<file path="config.mk">
export PLATFORM = sky130hd
export DESIGN_NAME = vga_timing_gen_flat
export DESIGN_NICKNAME = d
export VERILOG_FILES = /design/src/rtl/vga_pkg.sv /design/src/rtl/vga_timing_gen_if.sv /design/src/rtl/vga_axis_cnt.sv /design/src/rtl/vga_timing_gen.sv /design/src/flat_wrapper.sv
export SDC_FILE = /design/constraint.sdc
export NUM_CORES = 1
export LEC_CHECK = 0
export ABC_AREA = 0
export CORE_UTILIZATION = 50
export DETAILED_ROUTE_END_ITERATION = 8
export PLACE_DENSITY = 0.73
export SETUP_SLACK_MARGIN = 0.1
export SYNTH_ARGS = -nofsm -noshare
export SYNTH_HDL_FRONTEND = slang
export SYNTH_SLANG_ARGS = --single-unit
</file>
<file path="constraint.sdc">
create_clock -name clk -period 2.36 [get_ports clk]
set_clock_uncertainty 0.1 [all_clocks]
set_input_delay 0.708 -clock clk [delete_from_list [all_inputs] [get_ports clk]]
set_output_delay 0.708 -clock clk [all_outputs]
set_load 0.05 [all_outputs]
</file>
<file path="src/rtl/vga_pkg.sv">
// Shared VGA timing constants: 1024x768@60 and 640x480@60 sets, sync polarity codes.
package vga_pkg;

  localparam bit SYNC_ACT_LOW  = 1'b0;
  localparam bit SYNC_ACT_HIGH = 1'b1;

  localparam int unsigned XGA_H_VIS  = 1024;
  localparam int unsigned XGA_H_FP   = 24;
  localparam int unsigned XGA_H_SYNC = 136;
  localparam int unsigned XGA_H_BP   = 160;
  localparam int unsigned XGA_V_VIS  = 768;
  localparam int unsigned XGA_V_FP   = 3;
  localparam int unsigned XGA_V_SYNC = 6;
  localparam int unsigned XGA_V_BP   = 29;

  localparam int unsigned VGA_H_VIS  = 640;
  localparam int unsigned VGA_H_FP   = 16;
  localparam int unsigned VGA_H_SYNC = 96;
  localparam int unsigned VGA_H_BP   = 48;
  localparam int unsigned VGA_V_VIS  = 480;
  localparam int unsigned VGA_V_FP   = 10;
  localparam int unsigned VGA_V_SYNC = 2;
  localparam int unsigned VGA_V_BP   = 33;

  // Pin level for a sync that is logically active/inactive under polarity pol.
  function automatic logic sync_level(input logic active, input bit pol);
    return active ? pol : ~pol;
  endfunction

endpackage

</file>
<file path="src/rtl/vga_timing_gen_if.sv">
// Video timing bundle between the timing generator and the framebuffer read side.
interface vga_timing_gen_if #(
  parameter int unsigned XW = 10,
  parameter int unsigned YW = 9
);
  logic          en;
  logic          h_sync;
  logic          v_sync;
  logic          de;
  logic          vblank;
  logic [XW-1:0] pixel_x;
  logic [YW-1:0] line_y;
  logic          sol;
  logic          sof;

  modport master (
    input  en,
    output h_sync, v_sync, de, vblank, pixel_x, line_y, sol, sof
  );

  modport slave (
    output en,
    input  h_sync, v_sync, de, vblank, pixel_x, line_y, sol, sof
  );
endinterface

</file>
<file path="src/rtl/vga_axis_cnt.sv">
// One timing axis: counter over visible/front porch/sync/back porch plus region decode.
module vga_axis_cnt #(
  parameter int unsigned VIS    = 1024,
  parameter int unsigned FP     = 24,
  parameter int unsigned SYNC   = 136,
  parameter int unsigned BP     = 160,
  parameter int unsigned WIN0   = 0,
  parameter int unsigned WINLEN = 1024,
  parameter int unsigned WW     = 10
) (
  input  logic          clk,
  input  logic          rst_n,
  input  logic          i_inc,
  output logic          o_wrap,
  output logic          o_sync,
  output logic          o_in_win,
  output logic          o_blank,
  output logic [WW-1:0] o_pos
);
  localparam int unsigned TOTAL = VIS + FP + SYNC + BP;
  localparam int unsigned CW    = $clog2(TOTAL);

  logic [CW-1:0] r_cnt;
  logic [CW-1:0] w_win_off;
  logic [CW-1:0] w_sync_off;

  always_ff @(posedge clk or negedge rst_n) begin
    if (!rst_n) begin
      r_cnt <= '0;
    end else if (i_inc) begin
      r_cnt <= o_wrap ? '0 : r_cnt + CW'(1);
    end
  end

  // Offsets wrap below the region start, so one unsigned compare covers both bounds.
  always_comb begin
    w_win_off  = r_cnt - CW'(WIN0);
    w_sync_off = r_cnt - CW'(VIS + FP);
    o_wrap     = i_inc & (r_cnt == CW'(TOTAL - 1));
    o_sync     = w_sync_off < CW'(SYNC);
    o_in_win   = w_win_off < CW'(WINLEN);
    o_blank    = r_cnt >= CW'(VIS);
    o_pos      = o_in_win ? WW'(w_win_off) : '0;
  end

endmodule

</file>
<file path="src/rtl/vga_timing_gen.sv">
// Parametrised VGA timing generator with a programmable display window.
// Define VGA_TIMING_PREFETCH_EN to make coordinates/strobes lead de and syncs by 2 pixels.
module vga_timing_gen
  import vga_pkg::*;
#(
  parameter int unsigned H_VIS    = XGA_H_VIS,
  parameter int unsigned H_FP     = XGA_H_FP,
  parameter int unsigned H_SYNC   = XGA_H_SYNC,
  parameter int unsigned H_BP     = XGA_H_BP,
  parameter int unsigned V_VIS    = XGA_V_VIS,
  parameter int unsigned V_FP     = XGA_V_FP,
  parameter int unsigned V_SYNC   = XGA_V_SYNC,
  parameter int unsigned V_BP     = XGA_V_BP,
  parameter bit          SYNC_POL = SYNC_ACT_LOW,
  parameter int unsigned WIN_X0   = 0,
  parameter int unsigned WIN_W    = 1024,
  parameter int unsigned WIN_Y0   = 128,
  parameter int unsigned WIN_H    = 512
) (
  input logic              clk,
  input logic              rst_n,
  vga_timing_gen_if.master vga_bus
);
  localparam int unsigned XW = (WIN_W > 1) ? $clog2(WIN_W) : 1;
  localparam int unsigned YW = (WIN_H > 1) ? $clog2(WIN_H) : 1;
  // Control word layout: {h_sync, v_sync, de, vblank}.
  localparam logic [3:0] CTL_RST = {~SYNC_POL, ~SYNC_POL, 2'b00};

  if (WIN_X0 + WIN_W > H_VIS) begin : g_chk_win_x
    $error("display window exceeds visible pixels");
  end
  if (WIN_Y0 + WIN_H > V_VIS) begin : g_chk_win_y
    $error("display window exceeds visible lines");
  end
  if (H_FP < 1 || H_SYNC < 1 || H_BP < 1 || V_FP < 1 || V_SYNC < 1 || V_BP < 1)
  begin : g_chk_porch
    $error("porch and sync widths must be at least 1");
  end

  logic          w_h_wrap, w_unused_v_wrap, w_unused_h_blank;
  logic          w_h_act, w_v_act, w_in_x, w_in_y, w_vblank;
  logic [XW-1:0] w_px;
  logic [YW-1:0] w_ly;
  logic          w_de, w_sol, w_sof;
  logic [3:0]    w_ctl, w_ctl_out;

  vga_axis_cnt #(
    .VIS(H_VIS), .FP(H_FP), .SYNC(H_SYNC), .BP(H_BP),
    .WIN0(WIN_X0), .WINLEN(WIN_W), .WW(XW)
  ) u_h_cnt (
    .clk      (clk),
    .rst_n    (rst_n),
    .i_inc    (vga_bus.en),
    .o_wrap   (w_h_wrap),
    .o_sync   (w_h_act),
    .o_in_win (w_in_x),
    .o_blank  (w_unused_h_blank),
    .o_pos    (w_px)
  );

  vga_axis_cnt #(
    .VIS(V_VIS), .FP(V_FP), .SYNC(V_SYNC), .BP(V_BP),
    .WIN0(WIN_Y0), .WINLEN(WIN_H), .WW(YW)
  ) u_v_cnt (
    .clk      (clk),
    .rst_n    (rst_n),
    .i_inc    (w_h_wrap),
    .o_wrap   (w_unused_v_wrap),
    .o_sync   (w_v_act),
    .o_in_win (w_in_y),
    .o_blank  (w_vblank),
    .o_pos    (w_ly)
  );

  always_comb begin
    w_de  = w_in_x & w_in_y;
    w_sol = w_de & (w_px == '0);
    w_sof = w_sol & (w_ly == '0);
    w_ctl = {sync_level(w_h_act, SYNC_POL), sync_level(w_v_act, SYNC_POL), w_de, w_vblank};
  end

  logic [3:0]    r_ctl;
  logic [XW-1:0] r_pixel_x;
  logic [YW-1:0] r_line_y;
  logic          r_sol, r_sof;

  always_ff @(posedge clk or negedge rst_n) begin
    if (!rst_n) begin
      r_ctl     <= CTL_RST;
      r_pixel_x <= '0;
      r_line_y  <= '0;
      r_sol     <= 1'b0;
      r_sof     <= 1'b0;
    end else if (vga_bus.en) begin
      r_ctl     <= w_ctl;
      r_pixel_x <= w_px;
      r_line_y  <= w_ly;
      r_sol     <= w_sol;
      r_sof     <= w_sof;
    end else begin
      r_sol     <= 1'b0;
      r_sof     <= 1'b0;
    end
  end

`ifdef VGA_TIMING_PREFETCH_EN
  // Syncs and de trail the coordinates by two pixels to cover the framebuffer read.
  logic [3:0] r_ctl_d1, r_ctl_d2;

  always_ff @(posedge clk or negedge rst_n) begin
    if (!rst_n) begin
      r_ctl_d1 <= CTL_RST;
      r_ctl_d2 <= CTL_RST;
    end else if (vga_bus.en) begin
      r_ctl_d1 <= r_ctl;
      r_ctl_d2 <= r_ctl_d1;
    end
  end

  assign w_ctl_out = r_ctl_d2;
`else
  assign w_ctl_out = r_ctl;
`endif

  assign vga_bus.h_sync  = w_ctl_out[3];
  assign vga_bus.v_sync  = w_ctl_out[2];
  assign vga_bus.de      = w_ctl_out[1];
  assign vga_bus.vblank  = w_ctl_out[0];
  assign vga_bus.pixel_x = r_pixel_x;
  assign vga_bus.line_y  = r_line_y;
  assign vga_bus.sol     = r_sol;
  assign vga_bus.sof     = r_sof;

endmodule
</file>
<file path="src/flat_wrapper.sv">
// flat-port wrapper written by rule: the top's interface ports become plain ports
module vga_timing_gen_flat import vga_pkg::*;
#(
  parameter int unsigned H_VIS    = XGA_H_VIS,
  parameter int unsigned H_FP     = XGA_H_FP,
  parameter int unsigned H_SYNC   = XGA_H_SYNC,
  parameter int unsigned H_BP     = XGA_H_BP,
  parameter int unsigned V_VIS    = XGA_V_VIS,
  parameter int unsigned V_FP     = XGA_V_FP,
  parameter int unsigned V_SYNC   = XGA_V_SYNC,
  parameter int unsigned V_BP     = XGA_V_BP,
  parameter bit          SYNC_POL = SYNC_ACT_LOW,
  parameter int unsigned WIN_X0   = 0,
  parameter int unsigned WIN_W    = 1024,
  parameter int unsigned WIN_Y0   = 128,
  parameter int unsigned WIN_H    = 512
)
  (clk, rst_n, vga_bus_en, vga_bus_h_sync, vga_bus_v_sync, vga_bus_de, vga_bus_vblank, vga_bus_pixel_x, vga_bus_line_y, vga_bus_sol, vga_bus_sof);
  vga_timing_gen_if vga_bus_i ();
  input logic clk;
  input logic rst_n;
  input wire logic [$bits(vga_bus_i.en)-1:0] vga_bus_en;
  output wire logic [$bits(vga_bus_i.h_sync)-1:0] vga_bus_h_sync;
  output wire logic [$bits(vga_bus_i.v_sync)-1:0] vga_bus_v_sync;
  output wire logic [$bits(vga_bus_i.de)-1:0] vga_bus_de;
  output wire logic [$bits(vga_bus_i.vblank)-1:0] vga_bus_vblank;
  output wire logic [$bits(vga_bus_i.pixel_x)-1:0] vga_bus_pixel_x;
  output wire logic [$bits(vga_bus_i.line_y)-1:0] vga_bus_line_y;
  output wire logic [$bits(vga_bus_i.sol)-1:0] vga_bus_sol;
  output wire logic [$bits(vga_bus_i.sof)-1:0] vga_bus_sof;
  assign vga_bus_i.en = vga_bus_en;
  assign vga_bus_h_sync = vga_bus_i.h_sync;
  assign vga_bus_v_sync = vga_bus_i.v_sync;
  assign vga_bus_de = vga_bus_i.de;
  assign vga_bus_vblank = vga_bus_i.vblank;
  assign vga_bus_pixel_x = vga_bus_i.pixel_x;
  assign vga_bus_line_y = vga_bus_i.line_y;
  assign vga_bus_sol = vga_bus_i.sol;
  assign vga_bus_sof = vga_bus_i.sof;
  vga_timing_gen #(.H_VIS(H_VIS), .H_FP(H_FP), .H_SYNC(H_SYNC), .H_BP(H_BP), .V_VIS(V_VIS), .V_FP(V_FP), .V_SYNC(V_SYNC), .V_BP(V_BP), .SYNC_POL(SYNC_POL), .WIN_X0(WIN_X0), .WIN_W(WIN_W), .WIN_Y0(WIN_Y0), .WIN_H(WIN_H)) u_core (.clk(clk), .rst_n(rst_n), .vga_bus(vga_bus_i));
endmodule
</file>
### Yosys cells after proc, flatten, opt, wreduce, memory -nomap -nowiden

Index checks and enable logic that the tools add are counted.

| storage, ports and cells | value |
|---|---|
| register bits after elaboration | 46 |
| bits of input ports | 3 |

| operators by class | value |
|---|---|
| add/sub/neg operators | 5 |
| $lt $le $gt $ge | 5 |
| equality and inequality tests | 2 |
| muxes and demuxes | 8 |
| bitwise gates (word level) | 5 |
| reduce and logical (&&, ||, !) cells | 2 |

Operator list:

| kind | count |
|---|---|
| $mux W10 | 2 |
| $add A11 B1 Y11 const B | 1 |
| $eq A11 B11 Y1 const B | 1 |
| $lt A11 B11 Y1 const B | 1 |
| $lt A11 B8 Y1 const B | 1 |
| $mux W11 | 1 |
| $sub A11 B11 Y11 const B | 1 |
| $add A10 B1 Y10 const B | 1 |
| $eq A10 B10 Y1 const B | 1 |
| $ge A10 B10 Y1 const B | 1 |
| $logic_not A10 Y1 | 1 |
| $lt A10 B10 Y1 const B | 1 |
| $lt A10 B3 Y1 const B | 1 |
| $sub A10 B10 Y10 const B | 1 |
| $sub A10 B8 Y10 const B | 1 |
| $logic_not A9 Y1 | 1 |
| $mux W9 | 1 |
| $and A1 B1 Y1 | 5 |
| $mux W1 | 4 |

### Longest topological paths before layout

Gate-level depths: netlist of the first run.

| logic depth | value |
|---|---|
| depth in word-level cells | 6 |
| gate-level depth with buffers | 7 |
| mapped depth without buffers | 6 |

### Hierarchy

From an unflattened synthesis of the first run, not the netlist that was laid out.

| unflattened totals | value |
|---|---|
| cell total of the unflattened synthesis | 226 |
| area total of the unflattened synthesis | 2448.6 um2 |

Modules (own cells, without submodules):

| module | times used | cells an instance | area an instance (um2) | sequential area each (um2) |
|---|---|---|---|---|
| vga_timing_gen | 1 | 62 | 955.9 | 628.1 |
| vga_axis_cnt at u_core.u_v_cnt | 1 | 84 | 785.8 | 250.2 |
| vga_axis_cnt at u_core.u_h_cnt | 1 | 80 | 706.9 | 275.3 |

### Worst setup path before layout of the first run

Ideal clock, no wire load.

| path | value |
|---|---|
| kind | input port to flip-flop |
| start | input vga_bus_en |
| end | register u_core.u_v_cnt.r_cnt[5] |
| arrival | 1.747 ns |
| required time | 2.183 ns |
| slack | 0.435 ns |
| cell stages on the path | 5 |
| path buffers | 1 |
| cell sequence | and3_1 > buf_2 > nand4_2 > or4_1 > a21oi_1 |

| between the ends | value |
|---|---|
| longest elaborated chain between the ends | 3 |

RTL lines:

| element | line | text |
|---|---|---|
| start: declaration | flat_wrapper.sv:22 | `input wire logic [$bits(vga_bus_i.en)-1:0] vga_bus_en;` |
| $and A1 B1 Y1 (*) | vga_axis_cnt.sv:39 | `o_wrap = i_inc & (r_cnt == CW'(TOTAL - 1));` |
| $and A1 B1 Y1 | vga_axis_cnt.sv:39 |  |
| $mux W10 | vga_axis_cnt.sv:31 | `r_cnt <= o_wrap ? '0 : r_cnt + CW'(1);` |
| end signal: assignment | vga_axis_cnt.sv:31 |  |
| end: declaration | vga_axis_cnt.sv:23 | `logic [CW-1:0] r_cnt;` |

Mark *: on every way between the ends. The rest lies on a longest branch, timed or not.
A chain may end at the register's enable or synchronous reset.

### Final worst setup path of the first run

Ends and elaborated chain as after synthesis.

==> metrics.md, run 1 <==
| Metric | Value |
|---|---|
| Status | `completed` |
| Setup TNS Final | `0 ps` |
| DIE AREA | `about 5000 µm²` |
| Simple-gate share of the synthesized area | `between 20% and 30%` |
| Register-to-register setup slack | `400 ps` |
| Row Count | `24` |
| DR vias | `around 1800` |
| Async S/R FF share, synth | `100.0%` |
| CP arrival | `~2200 ps` |
| Post-synth top area cell | `dfrtp_1` |
| Slew Viols, Final | `0` |
| Seq/Total Area, Yosys | `48.63%` |
| Final nets | `272` |
| Largest family of logic cells by synthesized area | `simple AND/OR/NAND/NOR gates` |
| DR vias/cell | `5.832` |
| Number of library cell types mapped by synthesis | `46` |
| Fin util | `a little over three fifths` |
| Post-synth top cells | `dfrtp_1, inv_1, o21ai_0` |
| Count of flip-flops with a built-in enable after synthesis | `0` |
| Area of the multi-input gates | `between 1000 and 1500 µm²` |
| CTS tree | `done` |
| Iter 0 DRT Violations | `roughly 130` |
| Sequential share of power | `49.1%` |
| Leak | `0.001399 µW` |
| Fill cells | `about 370` |
| Final Total Pwr | `roughly 1900 µW` |
| Initial antenna violation count | `0` |
| Number of global-route vias before repair | `around 1700` |
| Layout area overhead | `18.57%` |
| Cts bufs inserted | `5` |
| Startpoint Class | `input port` |
| CTS H-tree lvls | `2` |
| CP required | `~2500 ps` |
| HP Class | `input port to async pin` |
| WL final | `roughly 4700 µm` |
| Hold Fails Final Rpt | `0` |
| First-pass GRT wire length | `roughly 8000 µm` |
| Worst setup path endpoint | `u_core.u_v_cnt.r_cnt[5]` |
| Largest net degree at the start of global routing | `27` |
| Rel. slew slack | `about two thirds` |
| PwrDens | `~700 nW/µm²` |
| Max Cap Viol | `0` |
| Clock sinks | `46` |
| Ports | `28` |
| Global-route usage over all layers | `between 20 and 25%` |
| Crit path kind | `input port to flop` |
| Clock power share | `a little under a third` |
| Initial core utilization | `53.38%` |
| Post-Syn Nets | `240` |
| Post-synthesis adder-cell area fraction | `under 10%` |
| Worst slew pin tran | `between 500 and 600 ps` |
| Tmin final | `around 2100 ps` |
| Die Wd | `~70 µm` |
| Dpl hpwl | `around 3300 µm` |
| Warnings from Yosys | `0` |
| R2R cell count | `6` |
| Post-synth top area share | `46.41%` |
| Pint | `about 1300 µW` |
| Mapped Area | `2372 µm²` |
| Psw | `just over 600 µW` |
| Top-count cell post-synth | `dfrtp_1` |
| Core Area | `4444 µm²` |
| Post-Synthesis Cells | `about 230` |
| Reg area | `between 1000 and 1500 µm²` |
| Mux contribution to synthesized area | `about 2.1%` |
| Setup crit start | `vga_bus_en` |
| Share of cells above drive strength 1 | `between 10% and 20%` |
| Net Sw Frac | `31.91%` |
| Ant. Diodes | `0` |
| Routability congestion estimate | `0.8384` |
| Max rail drop VDD | `262.3 µV` |
| Final worst-path cycle share | `approximately nine tenths` |
| Worst Setup End Kind | `flop` |
| CTS Hold Bufs | `0` |
| Unrepaired setup endpoints after global routing | `no` |
| Clock Path Buffers | `2` |
| Die H | `about 71 µm` |
| Gate power share | `roughly a fifth` |
| Leading post-synthesis cells by cell area | `dfrtp_1, xnor2_1, ha_1` |
| #FFs+latches synth | `46` |
| Post-synthesis xor/xnor area fraction | `4.430%` |
| Crit Path Max Fanout | `4` |
| # setup viols final | `0` |
| Port bufs | `27` |
| Ys flop type | `dfrtp_1` |
| Root buf cell | `clkbuf_8` |
| DR DRC count | `0` |
| Post-DRT Antenna Nets | `0` |
| Global route overflow | `0` |
| Compound-Gate Fraction of Synth Area | `between 10 and 15%` |
| Worst r2r src | `u_core.u_v_cnt.r_cnt[7]` |
| DRT Pass-1 Iters | `6` |
| Routed WL per cell | `about 15 µm` |
| CTS clk-pin slew, worst paths | `90 ps` |
| Clk_lat worst skew | `about 300 ps` |
| Max Fclk | `476.3 MHz` |
| FF-to-FF End | `u_core.vga_bus.sof` |
| Syn avg cell area | `10.27 µm²` |
worst max-delay path, stage by stage:
cell and delay [ps]:
clkdlybuf4s50_1 490, and3_1 250, nand4_2 140, or4_1 490
a21oi_1 160
layout by cell type, fill, tap and decap left out, types with 4 or more instances in the layout:
cell type	count
o21ai_0	14
nand2_1	13
a22o_1	7
nor3_1	4
mux2i_1	5
nor2_1	12
nor4_1	4
a21oi_1	7
inv_1	15
o2bb2ai_1	4
dfrtp_1	44
clkbuf_8	5
nand4_1	7
buf_4	16
ha_1	6
nand3b_1	10
xnor2_1	10
and2_1	5
nand3_1	8
dlygate4sd2_1	20
kinds of logic (layout without fill, tap and decap cells):
| family | count (synthesis) | count (layout) |
|---|---|---|
| mux | 5 | 5 |
| fa+ha+maj | 6 | 6 |
| flops | 46 | 46 |
| compound gates | 50 | 50 |
| buf+inv | 32 | 65 |
| simple gates | 80 | 80 |
| xor+xnor | 12 | 12 |
sequential cells by signal, summed over array words and instances, names as in the netlist:
signal,flops
u_core.vga_bus.line_y,9
u_core.r_ctl,4
u_core.vga_bus.sof,1
u_core.vga_bus.sol,1
u_core.u_h_cnt.r_cnt,11
u_core.u_v_cnt.r_cnt,10
u_core.vga_bus.pixel_x,10
stage by stage:
stage	hold slack, ps	cells	setup slack (ps)	area [µm²]
final	245.0	316	260.7	2813
after global routing	277.9	316	191.2	2813
after CTS	256.8	316	100.6	2805
after detailed placement	380.1	308	-55.33	2716
after global placement	377.0	308	-19.54	2716
after floorplan	312.4	231	435.2	2372
worst min-delay path by stage:
stage	to	slack, ps	depth (start not counted)
2_1_floorplan	u_core.r_ctl[0]	310	0
3_3_place_gp	u_core.r_ctl[1]	380	1
3_5_place_dp	u_core.r_ctl[1]	380	1
4_1_cts	u_core.u_v_cnt.r_cnt[4]	260	1
5_1_grt	u_core.u_v_cnt.r_cnt[4]	280	1
6_report	u_core.u_v_cnt.r_cnt[4]	250	1
layer usage:
metal	vias to the layer above	wire, µm	track usage, %	share of wire (%)
met5	-	0	0	0
met1	897	2355	30.11	50
li1	897	-	-	-
met3	9	198	4.274	4.2
met4	0	85	7.333	1.8
met2	40	2039	30.34	44
area by class of cell:
cell class                      instances  share of cell area [%]
Clock buffer                            5                   2.447
Clock inverter                          3                   1.601
Inverter                               15                   2.002
Multi-Input combinational cell        153                   37.54
Sequential cell                        46                   41.01
Tap cell                               52                   2.313
Timing Repair Buffer                   42                   13.08
power by group through the flow:
stage | combinational, µW | sequential, µW | clock (µW)
floorplan | 152 | 1080 | 0
CTS | 401 | 952 | 606
global placement | 417 | 964 | 0
detailed placement | 425 | 968 | 0
finish | 396 | 953 | 590
global route | 439 | 965 | 636
what timing repair did:
item | in CTS | in global routing
gates resized for setup | 20 | 3
setup endpoints to repair | 20 | 3
buffers inserted | 0 | 0
hold endpoints to repair | 0 | 0
No activity file was read; power rests on OpenSTA's default activity.
==> run 2: changes to the inputs <==
--- a/config.mk
+++ b/config.mk
@@ -7,7 +7,9 @@
 export LEC_CHECK = 0
 export ABC_AREA = 0
 export CORE_UTILIZATION = 50
+export CTS_BUF_LIST = sky130_fd_sc_hd__clkbuf_4 sky130_fd_sc_hd__clkbuf_8
 export DETAILED_ROUTE_END_ITERATION = 8
+export GPL_TIMING_DRIVEN = 0
 export PLACE_DENSITY = 0.73
 export SETUP_SLACK_MARGIN = 0.1
 export SYNTH_ARGS = -nofsm -noshare
==> metrics.md, run 2 (synthesis results as in run 1) <==
| Metric | Value |
|---|---|
| Routability congestion estimate | `0.8261 (was 0.8384)` |
| Final Total Pwr | `1831 µW (was 1939 µW)` |
| Placed Cells | `311 (was 308)` |
| Failing checks | `design-rule violations` |
| HP Class | `input port to async pin (unchanged)` |
| Fill cells | `395 (was 374)` |
| Max Cap Viol | `0 (unchanged)` |
| DRT Pass-1 Iters | `7 (was 6)` |
| Layout area overhead | `17.99% (was 18.57%)` |
| Crit path depth | `1 (was 5)` |
| CP arrival | `1410 ps (was 2240 ps)` |
| Tmin final | `2222 ps (was 2099 ps)` |
| Max incr delay on CP | `790 ps (was 490 ps)` |
| Post-CTS setup buffers | `0 (unchanged)` |
| Global route overflow | `0 (unchanged)` |
| WHS | `217.1 ps (was 245.0 ps)` |
| Post-DRT Antenna Nets | `0 (unchanged)` |
| CP required | `1550 ps (was 2500 ps)` |
| Crit path kind | `flop to primary output (was input port to flop)` |
| Most frequent cells in the layout | `dfrtp_1, dlygate4sd2_1, inv_1 (was dfrtp_1, dlygate4sd2_1, buf_4)` |
| Status | `finished with violations (was completed)` |
| Ant. Diodes | `0 (unchanged)` |
| Clock Path Buffers | `2 (unchanged)` |
| Top Family by Delay on Critical Path | `buffers and inverters (was simple AND/OR/NAND/NOR gates)` |
| Share of cells above drive strength 1 | `10.86% (was 13.26%)` |
| Unrepaired setup endpoints after global routing | `no (unchanged)` |
| Largest net degree at the start of global routing | `33 (was 27)` |
| DR DRC count | `8 (was 0)` |
| Routed WL per cell | `15.71 µm (was 14.81 µm)` |
| Core Area | `4444 µm² (unchanged)` |
| DIE AREA | `5024 µm² (unchanged)` |
| Initial antenna violation count | `0 (unchanged)` |
| Layout Cells excl Fill | `319 (was 316)` |
| Die Wd | `70.88 µm (unchanged)` |
| DR vias/cell | `5.871 (was 5.832)` |
| Worst Path Buf+Inv | `1 (unchanged)` |
| Register-to-register setup slack | `340 ps (was 400 ps)` |
| Final nets | `275 (was 272)` |
| Ports | `28 (unchanged)` |
| Die H | `70.88 µm (unchanged)` |
| Hold Fails Final Rpt | `0 (unchanged)` |
| Rel. slew slack | `66.69% (was 66.40%)` |
| Clk_lat worst skew | `300 ps (about the same)` |
| Row Count | `24 (unchanged)` |
| Initial core utilization | `53.38% (unchanged)` |
| Worst Setup End Kind | `primary output (was flop)` |
| Worst slew pin tran | `498.8 ps (was 503.2 ps)` |
| Clock sinks | `46 (unchanged)` |
| Port bufs | `27 (unchanged)` |
| Setup TNS Final | `0 ps (unchanged)` |
| Max FFs per register | `11 (unchanged)` |
| Cts bufs inserted | `5 (unchanged)` |
| CTS H-tree lvls | `2 (unchanged)` |
| R2R cell count | `6 (unchanged)` |
| Max rail drop VDD | `398.5 µV (was 262.3 µV)` |
| CTS clk-pin slew, worst paths | `80 ps (was 90 ps)` |
| CTS Hold Bufs | `0 (unchanged)` |
| Iter 0 DRT Violations | `170 (was 133)` |
| Most common cell after layout, fill and taps aside | `dfrtp_1 (unchanged)` |
| Leak | `0.001363 µW (was 0.001399 µW)` |
| PwrDens | `654.0 nW/µm² (was 689.2 nW/µm²)` |
| Critical-path cell list | `clkdlybuf4s50_1 (was clkdlybuf4s50_1, and3_1, nand4_2, or4_1, a21oi_1)` |
| CTS tree | `done (unchanged)` |
| Biggest register | `u_core.u_h_cnt.r_cnt (unchanged)` |
| Number of global-route vias before repair | `1727 (was 1736)` |
| WL final | `5012 µm (was 4679 µm)` |
| First-pass GRT wire length | `8411 µm (was 8100 µm)` |
| # setup viols final | `0 (unchanged)` |
| Startpoint Class | `flop (was input port)` |
| FF-to-FF End | `u_core.u_v_cnt.r_cnt[5] (was u_core.vga_bus.sof)` |
| Worst r2r src | `u_core.u_h_cnt.r_cnt[0] (was u_core.u_v_cnt.r_cnt[7])` |
| Root buf cell | `clkbuf_8 (unchanged)` |
| Final worst-path cycle share | `94.13% (was 88.95%)` |
| DR vias | `1873 (was 1843)` |
| Dpl hpwl | `3442 µm (was 3327 µm)` |
| Slowest CP cell | `clkdlybuf4s50_1 (unchanged)` |
| Fin util | `62.98% (was 63.29%)` |
| Crit Path Max Fanout | `1 (was 4)` |
| Global-route usage over all layers | `21.52% (was 20.56%)` |
| Max Fclk | `450.1 MHz (was 476.3 MHz)` |
| Slew Viols, Final | `0 (unchanged)` |
==> run 2: cell types whose count changed in the layout (fill, tap and decap cells not counted), sizes merged <==
| cell | change |
|---|---|
| dlymetal6s2s | -1 |
| dlygate4sd2 | +3 |
| bufinv | -1 |
| clkbuf | +11 |
| buf | -8 |
| clkinvlp | -1 |
==> run 2: how the worst max path moves through the flow <==
| stage | from | to | slack (ps) |
|---|---|---|---|
| 6_report | u_core.vga_bus.sol | vga_bus_sol | 140 |
| 3_5_place_dp | vga_bus_en | u_core.u_v_cnt.r_cnt[4] | -390 |
| 5_1_grt | u_core.vga_bus.sol | vga_bus_sol | 110 |
| 4_1_cts | u_core.vga_bus.pixel_x[9] | vga_bus_pixel_x[9] | 100 |
| 2_1_floorplan | vga_bus_en | u_core.u_v_cnt.r_cnt[5] | 440 |
| 3_3_place_gp | rst_n | u_core.vga_bus.pixel_x[4] | -810 |
==> run 2: cell type report <==
class	instances	area [µm²]	area share (%)
Sequential cell	46	1154	41.22
Multi-Input combinational cell	153	1062	37.95
Buffer	17	108.9	3.889
Clock buffer	7	83.83	2.995
Inverter	15	56.30	2.012
Timing Repair Buffer	28	261.5	9.343
Clock inverter	1	7.507	0.2682
Tap cell	52	65.06	2.325
==> run 2: metal layers <==
metal / vias to the layer above / part of all wire [%] / global-route usage [%]
li1: 904 / - / -
met1: 902 / 49 / 31.35
met2: 63 / 45 / 31.73
met3: 4 / 5.7 / 3.989
met4: 0 / 0.70 / 8.889
met5: - / 0 / 0
==> run 2: per-stage QoR <==
stage	worst slack (ps)	instance area [µm²]
detailed placement	-387.4	2723
floorplan	435.2	2372
CTS	101.9	2788
global placement	-808.9	2708
global route	108.4	2799
finish	138.5	2799
==> run 2: timing repair <==
| item | 4_1_cts | 5_1_grt |
|---|---|---|
| pin swaps | 0 | 0 |
| gates resized for setup | 24 | 3 |
| endpoints found under the setup margin | 30 | 3 |
==> run 2: power by group <==
group	total (µW)	internal (µW)	switching, µW
Clock	496	233	263
Sequential	959	867	91.9
Combinational	376	126	250
